==> src/rtl/cavlc_coeff_assembler.sv <==
// CAVLC coefficient assembler: places decoded levels at their scan positions using run_before and streams 16 coefficients.
// Optional CAVLC_DEZIGZAG_EN: when defined, output is in raster order (inverse zigzag); otherwise it is in scan order.
module cavlc_coeff_assembler #(
  parameter int LEVEL_W = 13,
  parameter int RUN_W   = 4
) (
  input  logic                      Clk,
  input  logic                      Reset,
  input  logic signed [LEVEL_W-1:0] LevelIn,
  input  logic                      LevelWr,
  input  logic        [RUN_W-1:0]   RunIn,
  input  logic                      RunWr,
  input  logic        [4:0]         TotalCoeff,
  input  logic        [4:0]         TotalZeros,
  input  logic                      BlockDone,
  output logic                      InReady,
  output logic signed [LEVEL_W-1:0] CoeffOut,
  output logic                      CoeffValid,
  input  logic                      CoeffReady,
  output logic                      CoeffLast,
  output logic                      Error
);

  typedef enum logic [1:0] {ST_COLLECT, ST_PLACE, ST_OUTPUT} state_t;

  function automatic logic [3:0] f_map(input logic [3:0] k);
`ifdef CAVLC_DEZIGZAG_EN
    case (k)
      4'd0:    return 4'd0;
      4'd1:    return 4'd1;
      4'd2:    return 4'd5;
      4'd3:    return 4'd6;
      4'd4:    return 4'd2;
      4'd5:    return 4'd4;
      4'd6:    return 4'd7;
      4'd7:    return 4'd12;
      4'd8:    return 4'd3;
      4'd9:    return 4'd8;
      4'd10:   return 4'd11;
      4'd11:   return 4'd13;
      4'd12:   return 4'd9;
      4'd13:   return 4'd10;
      4'd14:   return 4'd14;
      default: return 4'd15;
    endcase
`else
    return k;
`endif
  endfunction

  state_t                    r_state;
  logic signed [LEVEL_W-1:0] r_level [16];
  logic        [RUN_W-1:0]   r_run   [16];
  logic signed [LEVEL_W-1:0] r_block [16];
  logic        [4:0]         r_lcnt, r_rcnt, r_tc, r_i;
  logic signed [5:0]         r_pos;
  logic        [3:0]         r_k;
  logic signed [LEVEL_W-1:0] r_coeff_out;
  logic                      r_coeff_valid, r_coeff_last, r_error, r_in_ready, r_clr_pend;

  logic                      w_lwr_ok, w_rwr_ok, w_blk_err, w_in_err, w_busy_in;
  logic                      w_err_base, w_last_i, w_drop;
  logic        [4:0]         w_lcnt_nx, w_rcnt_nx;
  logic        [5:0]         w_sum;
  logic signed [LEVEL_W-1:0] w_level_i, w_first_out;
  logic        [RUN_W-1:0]   w_run_i;
  logic signed [5:0]         w_pos_nx;
  logic        [3:0]         w_map_first, w_map_nx;

  assign w_lwr_ok   = LevelWr && (r_lcnt != 5'd16);
  assign w_rwr_ok   = RunWr && (r_rcnt != 5'd16);
  assign w_lcnt_nx  = r_lcnt + {4'd0, w_lwr_ok};
  assign w_rcnt_nx  = r_rcnt + {4'd0, w_rwr_ok};
  assign w_sum      = {1'b0, TotalCoeff} + {1'b0, TotalZeros};
  assign w_blk_err  = (w_sum > 6'd16) || (w_lcnt_nx != TotalCoeff) ||
                      (({1'b0, w_rcnt_nx} + 6'd1) < {1'b0, TotalCoeff});
  assign w_in_err   = (LevelWr && !w_lwr_ok) || (RunWr && !w_rwr_ok);
  assign w_busy_in  = LevelWr || RunWr || BlockDone;
  // Error from the previous block survives until the new block shows its first activity.
  assign w_err_base = (r_clr_pend && (LevelWr || BlockDone)) ? 1'b0 : r_error;

  // Entries never written in this block read as zero.
  assign w_level_i   = (r_i < r_lcnt) ? r_level[r_i[3:0]] : '0;
  assign w_run_i     = (r_i < r_rcnt) ? r_run[r_i[3:0]] : '0;
  assign w_pos_nx    = r_pos - 6'sd1 - $signed({{(6-RUN_W){1'b0}}, w_run_i});
  assign w_last_i    = (r_i == r_tc - 5'd1);
  assign w_drop      = !w_last_i && w_pos_nx[5];
  assign w_map_first = f_map(4'd0);
  // The final placement lands on the same edge the first coefficient is loaded, so bypass it.
  assign w_first_out = (w_map_first == r_pos[3:0]) ? w_level_i : r_block[w_map_first];
  assign w_map_nx    = f_map(r_k + 4'd1);

  always_ff @(posedge Clk) begin
    if (Reset) begin
      r_state       <= ST_COLLECT;
      r_lcnt        <= '0;
      r_rcnt        <= '0;
      r_tc          <= '0;
      r_i           <= '0;
      r_pos         <= '0;
      r_k           <= '0;
      r_coeff_out   <= '0;
      r_coeff_valid <= 1'b0;
      r_coeff_last  <= 1'b0;
      r_error       <= 1'b0;
      r_in_ready    <= 1'b1;
      r_clr_pend    <= 1'b0;
      for (int j = 0; j < 16; j++) r_block[j] <= '0;
    end else begin
      case (r_state)
        ST_COLLECT: begin
          if (w_lwr_ok) r_level[r_lcnt[3:0]] <= LevelIn;
          if (w_rwr_ok) r_run[r_rcnt[3:0]] <= RunIn;
          r_lcnt  <= w_lcnt_nx;
          r_rcnt  <= w_rcnt_nx;
          r_error <= w_err_base | w_in_err | (BlockDone && w_blk_err);
          if (LevelWr || BlockDone) r_clr_pend <= 1'b0;
          if (BlockDone) begin
            r_tc       <= (TotalCoeff > 5'd16) ? 5'd16 : TotalCoeff;
            r_pos      <= (w_sum > 6'd16) ? 6'sd15 : $signed(w_sum - 6'd1);
            r_i        <= '0;
            r_k        <= '0;
            r_in_ready <= 1'b0;
            for (int j = 0; j < 16; j++) r_block[j] <= '0;
            if (TotalCoeff == 5'd0) begin
              r_state       <= ST_OUTPUT;
              r_coeff_out   <= '0;
              r_coeff_valid <= 1'b1;
              r_coeff_last  <= 1'b0;
            end else begin
              r_state <= ST_PLACE;
            end
          end
        end
        ST_PLACE: begin
          r_block[r_pos[3:0]] <= w_level_i;
          r_error             <= r_error | w_busy_in | w_drop;
          if (w_last_i || w_drop) begin
            r_state       <= ST_OUTPUT;
            r_coeff_out   <= w_first_out;
            r_coeff_valid <= 1'b1;
            r_coeff_last  <= 1'b0;
          end else begin
            r_pos <= w_pos_nx;
            r_i   <= r_i + 5'd1;
          end
        end
        ST_OUTPUT: begin
          r_error <= r_error | w_busy_in;
          if (CoeffReady) begin
            if (r_k == 4'd15) begin
              r_state       <= ST_COLLECT;
              r_coeff_valid <= 1'b0;
              r_coeff_last  <= 1'b0;
              r_lcnt        <= '0;
              r_rcnt        <= '0;
              r_in_ready    <= 1'b1;
              r_clr_pend    <= 1'b1;
            end else begin
              r_k          <= r_k + 4'd1;
              r_coeff_out  <= r_block[w_map_nx];
              r_coeff_last <= (r_k == 4'd14);
            end
          end
        end
        default: r_state <= ST_COLLECT;
      endcase
    end
  end

  assign InReady    = r_in_ready;
  assign CoeffOut   = r_coeff_out;
  assign CoeffValid = r_coeff_valid;
  assign CoeffLast  = r_coeff_last;
  assign Error      = r_error;

endmodule
==> config.mk <==
export PLATFORM = sky130hd
export DESIGN_NAME = cavlc_coeff_assembler
export DESIGN_NICKNAME = d
export VERILOG_FILES = /design/src/rtl/cavlc_coeff_assembler.sv
export SDC_FILE = /design/constraint.sdc
export NUM_CORES = 1
export LEC_CHECK = 0
export ABC_AREA = 1
export ABC_CLOCK_PERIOD_IN_PS = 3500
export CAP_MARGIN = 20
export CELL_PAD_IN_SITES_DETAIL_PLACEMENT = 1
export CELL_PAD_IN_SITES_GLOBAL_PLACEMENT = 1
export CORE_ASPECT_RATIO = 0.75
export CORE_MARGIN = 5
export CORE_UTILIZATION = 45
export CTS_BUF_LIST = sky130_fd_sc_hd__clkbuf_16
export DETAILED_ROUTE_END_ITERATION = 6
export PLACE_DENSITY_LB_ADDON = 0.1
export SETUP_SLACK_MARGIN = 0.4
export SLEW_MARGIN = 20
export SYNTH_ARGS = -nofsm -noshare
export SYNTH_HDL_FRONTEND = slang
export SYNTH_SLANG_ARGS = --single-unit
export TNS_END_PERCENT = 30
==> constraint.sdc <==
create_clock -name Clk -period 3.5 [get_ports Clk]
set_clock_uncertainty 0.1 [all_clocks]
set_input_delay 0.7 -clock Clk [delete_from_list [all_inputs] [get_ports Clk]]
set_output_delay 0.7 -clock Clk [all_outputs]
set_load 0.02 [all_outputs]
==> run_summary.xml <==
<?xml version="1.0" encoding="UTF-8"?>
<metrics>
  <group name="critical_path">
    <metric name="critical-path-max-stage-delay" unit="ns">0.51</metric>
    <metric name="startpoint_type" unit="">flip-flop</metric>
    <metric name="critical_path.n_buffers_inverters" unit="">2</metric>
    <metric name="worstRegToRegCells" unit="">17</metric>
    <metric name="critical_path_peak_fanout" unit="">8</metric>
    <metric name="worstPathCellList" unit="">ha_4, nand4_1, a21oi_2, a2111oi_4, nand3_2, ha_4, inv_2, nor2_4, nand2_1, nand4_1, nand2_2, nand2_2, nand2_2, nand2_4, nand2_4, buf_6, o2bb2ai_1</metric>
    <metric name="worstSetupPathDepth" unit="">17</metric>
    <metric name="cp_top_family" unit="">simple AND/OR/NAND/NOR gates</metric>
    <metric name="critPathKind" unit="">flip-flop to flip-flop</metric>
    <metric name="cpMaxStageDelayCell" unit="">sky130_fd_sc_hd__a2111oi_4</metric>
    <metric name="endpoint_kind" unit="">flip-flop</metric>
    <metric name="cp_data_required_time" unit="ns">3.91</metric>
    <metric name="cp_data_arrival_time" unit="ns">3.64</metric>
    <metric name="crit_path_frequent_cell" unit="">sky130_fd_sc_hd__nand2_2</metric>
  </group>
  <group name="synthesis">
    <metric name="yosysUniqueCellTypes" unit="">41</metric>
    <metric name="postSynthCellCount" unit="">2391</metric>
    <metric name="synthAdderAreaFrac" unit="%">2.03</metric>
    <metric name="synth_flop_cell" unit="">sky130_fd_sc_hd__edfxtp_1</metric>
    <metric name="synth_common_cells" unit="">492 x sky130_fd_sc_hd__nand2_1, 480 x sky130_fd_sc_hd__edfxtp_1, 439 x sky130_fd_sc_hd__nor2_1</metric>
    <metric name="postSynthRegisterBits" unit="">534</metric>
    <metric name="dominant_combinational_cell_family_by_area_after_synthesis" unit="">simple AND/OR/NAND/NOR gates</metric>
    <metric name="yosys_top_cell_area_share" unit="%">59.6</metric>
    <metric name="synth.mux.area_fraction" unit="%">0</metric>
    <metric name="synth_enable_flop_cells" unit="">480</metric>
    <metric name="yosysWarnings" unit="">0</metric>
    <metric name="top_count_cell_post_synth" unit="">sky130_fd_sc_hd__nand2_1</metric>
    <metric name="post_synthesis_instance_area" unit="mm2">0.0242</metric>
    <metric name="complex_gate_fraction_of_the_synthesized_area" unit="%">8.15</metric>
    <metric name="synthesized_area_divided_by_synthesized_cell_count" unit="um2">10.1</metric>
    <metric name="synth.largest_area_cell" unit="">sky130_fd_sc_hd__edfxtp_1</metric>
    <metric name="synth_nets" unit="">2462</metric>
    <metric name="synth_simple_gate_area_share" unit="%">20.3</metric>
    <metric name="synth_seq_area_share" unit="%">64.1</metric>
    <metric name="synthXorXnorAreaFrac" unit="%">0.610</metric>
    <metric name="netlist_top_cells_area" unit="">sky130_fd_sc_hd__edfxtp_1 60%, sky130_fd_sc_hd__nand2_1 7.6%, sky130_fd_sc_hd__nor2_1 6.8%</metric>
    <metric name="postSynth.asyncResetShare" unit="%">0</metric>
  </group>
  <group name="die">
    <metric name="die_w" unit="um">278</metric>
    <metric name="placeableCoreArea" unit="mm2">0.0531</metric>
    <metric name="design.portCount" unit="">50</metric>
    <metric name="starting_density" unit="%">45.6</metric>
    <metric name="core_rows" unit="">73</metric>
    <metric name="die_h" unit="um">211</metric>
    <metric name="die_area" unit="mm2">0.0585</metric>
  </group>
  <group name="sta">
    <metric name="final.min_clock_period" unit="ns">3.23</metric>
    <metric name="finalSetupViolCount" unit="">0</metric>
    <metric name="timing_worst_slew_pin_value" unit="ns">0.744</metric>
    <metric name="finalHoldViolCount" unit="">0</metric>
    <metric name="grt_setup_unrepaired" unit="">yes</metric>
    <metric name="layout_worst_path_cycle_share" unit="%">92.2</metric>
    <metric name="slew_violations" unit="">0</metric>
    <metric name="timing.final.ws_setup" unit="ns">0.274</metric>
    <metric name="achievable-frequency" unit="MHz">310</metric>
    <metric name="timing.slew.headroom" unit="%">50.1</metric>
    <metric name="hold_ws" unit="ns">0.366</metric>
  </group>
  <group name="drt">
    <metric name="detail_route.vias_per_cell" unit="">5.69</metric>
    <metric name="wl_per_cell" unit="um">23.5</metric>
    <metric name="drc" unit="">0</metric>
    <metric name="vias" unit="">18400</metric>
    <metric name="route.top_layer_used" unit="">met4</metric>
    <metric name="drt-met1-wl" unit="um">35400</metric>
    <metric name="detail_route.iter0.violations" unit="">1702</metric>
    <metric name="drt-total-wl" unit="um">76000</metric>
    <metric name="detail-route-antenna-nets" unit="">0</metric>
    <metric name="drt-pass1-iter-count" unit="">5</metric>
    <metric name="met2_wirelength" unit="um">33500</metric>
    <metric name="wl_met3" unit="um">5630</metric>
  </group>
  <group name="power">
    <metric name="power_switching_share" unit="%">38.7</metric>
    <metric name="max-vdd-ir-drop" unit="mV">0.497</metric>
    <metric name="power.combinational.fraction" unit="%">35.5</metric>
    <metric name="switching_pwr" unit="uW">7980</metric>
    <metric name="totalPowerFinal" unit="uW">20600</metric>
    <metric name="internal-power" unit="uW">12700</metric>
    <metric name="leakagePower" unit="uW">0.0102</metric>
    <metric name="power.density" unit="mW/mm2">739</metric>
    <metric name="power.share.sequential" unit="%">38.2</metric>
    <metric name="p_clk_share" unit="%">26.3</metric>
  </group>
  <group name="cts">
    <metric name="insertion_delay" unit="ns">0.62</metric>
    <metric name="numClockSinks" unit="">534</metric>
    <metric name="cts_tree" unit="">done</metric>
    <metric name="clk_transition_reported_paths" unit="ns">0.06</metric>
    <metric name="clock_tree_root_buffer_cell" unit="">sky130_fd_sc_hd__clkbuf_16</metric>
    <metric name="postCtsHoldBufs" unit="">0</metric>
    <metric name="cts_inserted_buffers" unit="">54</metric>
    <metric name="cts.htree.levels" unit="">2</metric>
    <metric name="clock_tree.buffer_depth" unit="">3</metric>
  </group>
  <group name="finish">
    <metric name="areaGrowthSynthToFinish" unit="%">15.5</metric>
    <metric name="n_fill_cell" unit="">5733</metric>
    <metric name="final-seq-area" unit="mm2">0.0155</metric>
    <metric name="nNetsFinal" unit="">2552</metric>
    <metric name="final_cells" unit="">3236</metric>
    <metric name="insertedDiodeCount" unit="">0</metric>
    <metric name="layout-drive-gt1-share" unit="%">11.5</metric>
    <metric name="multi_input_gate_area_in_the_final_layout" unit="mm2">0.00780</metric>
  </group>
  <group name="worst_hold_path">
    <metric name="holdPathStages" unit="">2</metric>
    <metric name="hold_path_class" unit="">flip-flop to flip-flop</metric>
  </group>
  <group name="flow_run">
    <metric name="maxCapViolCount" unit="">0</metric>
  </group>
  <group name="outcome">
    <metric name="status" unit="">finished, final reports clean</metric>
  </group>
  <group name="global_routing">
    <metric name="grt_max_degree" unit="">121</metric>
    <metric name="grt_first_pass_wirelength" unit="um">114000</metric>
    <metric name="grt_antenna_before_repair" unit="">0</metric>
    <metric name="groute.usage.overall" unit="%">25.3</metric>
    <metric name="globalRouteOverflowTotal" unit="">0</metric>
    <metric name="vias_in_the_first_global_route" unit="">18600</metric>
  </group>
  <group name="placement">
    <metric name="placed_instance_count" unit="">3118</metric>
    <metric name="placement.io_buffers" unit="">49</metric>
    <metric name="place_congestion" unit="">0.875</metric>
    <metric name="place_worst_setup_slack" unit="ns">-0.00436</metric>
    <metric name="hpwlAfterDp" unit="um">48200</metric>
  </group>
</metrics>
[worst min-delay path: stages, from the launching register on]
cell	delay, ns
sky130_fd_sc_hd__dfxtp_1	0.31
sky130_fd_sc_hd__inv_1	0.05
sky130_fd_sc_hd__a21oi_1	0.05
[per-stage QoR]
step / utilization [%] / setup TNS [ns] / cell area [um2]
3_5_place_dp: 48.7 / -0.00436 / 25800
4_1_cts: 52.2 / 0 / 27700
3_3_place_gp: 48.7 / 0 / 25800
2_1_floorplan: - / 0 / 24200
6_report: 52.6 / 0 / 27900
5_1_grt: 52.6 / 0 / 27900
[worst paths after layout]
check | endpoint | slack (ns) | from
min reg2reg | CoeffLast | 0.37 | CoeffLast
max | r_pos[5] | 0.27 | r_i[4]
max reg2reg | r_pos[5] | 0.27 | r_i[4]
min | CoeffLast | 0.37 | CoeffLast
[flip-flops by register name (all words and copies together) (netlist names), named ones only]
name        flops
CoeffLast       1
CoeffOut       13
CoeffValid      1
Error           1
InReady         1
r_block       208
r_clr_pend      1
r_i             5
r_k             4
r_lcnt          5
r_level       208
r_pos           6
r_rcnt          5
r_run          64
r_state         2
r_tc            5
[repair_timing]
item	4_1_cts	5_1_grt
resized for setup	29	53
endpoints found under the hold margin	0	0
pin swaps	11	21
cloned	0	0
buffers inserted	12	7
setup endpoints to repair	145	150
[cell families (layout without fill, tap and decap cells)]
family | Yosys count | after routing
xor gates and xnor gates | 16 | 16
AOI/OAI and AO/OA | 344 | 344
adders and majority gates | 38 | 38
and+or+nand+nor | 1187 | 1187
buffers and inverters | 272 | 405
DFF | 534 | 534
[layout make-up]
class	count	area share, %
clock buffer	55	4.93
clock inverter	44	0.905
inverter	133	1.82
multi-input combinational	1585	27.9
sequential	534	55.5
tap	712	3.19
timing repair buffer	173	5.66
[power by group through the flow]
stage	logic [uW]	clock network [uW]	registers (uW)
6_report	7320	5430	7890
5_1_grt	7890	5810	7930
4_1_cts	6980	5530	7870
3_5_place_dp	6630	0	8000
3_3_place_gp	6450	0	7970
2_1_floorplan	4060	0	7940
[placed cells by master, fill, tap and decap left out, types with 11 or more instances in the layout]
cell type,count
sky130_fd_sc_hd__a21oi_1,54
sky130_fd_sc_hd__buf_12,11
sky130_fd_sc_hd__buf_4,107
sky130_fd_sc_hd__clkbuf_16,55
sky130_fd_sc_hd__clkdlybuf4s50_1,49
sky130_fd_sc_hd__clkinv_1,13
sky130_fd_sc_hd__clkinv_2,11
sky130_fd_sc_hd__dfxtp_1,44
sky130_fd_sc_hd__edfxtp_1,480
sky130_fd_sc_hd__ha_1,26
sky130_fd_sc_hd__inv_1,132
sky130_fd_sc_hd__nand2_1,487
sky130_fd_sc_hd__nand3_1,205
sky130_fd_sc_hd__nand3_2,19
sky130_fd_sc_hd__nor2_1,434
sky130_fd_sc_hd__o211ai_1,54
sky130_fd_sc_hd__o21ai_0,158
sky130_fd_sc_hd__o21ai_1,22
sky130_fd_sc_hd__o221ai_1,14
sky130_fd_sc_hd__o22ai_1,19
[routing by layer]
metal  global-route usage, %  vias to the layer above
met5                       0                        -
met4                    6.10                        0
met3                    4.29                       86
met2                    38.7                      601
met1                    38.1                     9324
li1                        -                     8407
(Power assumes the default switching activity.)
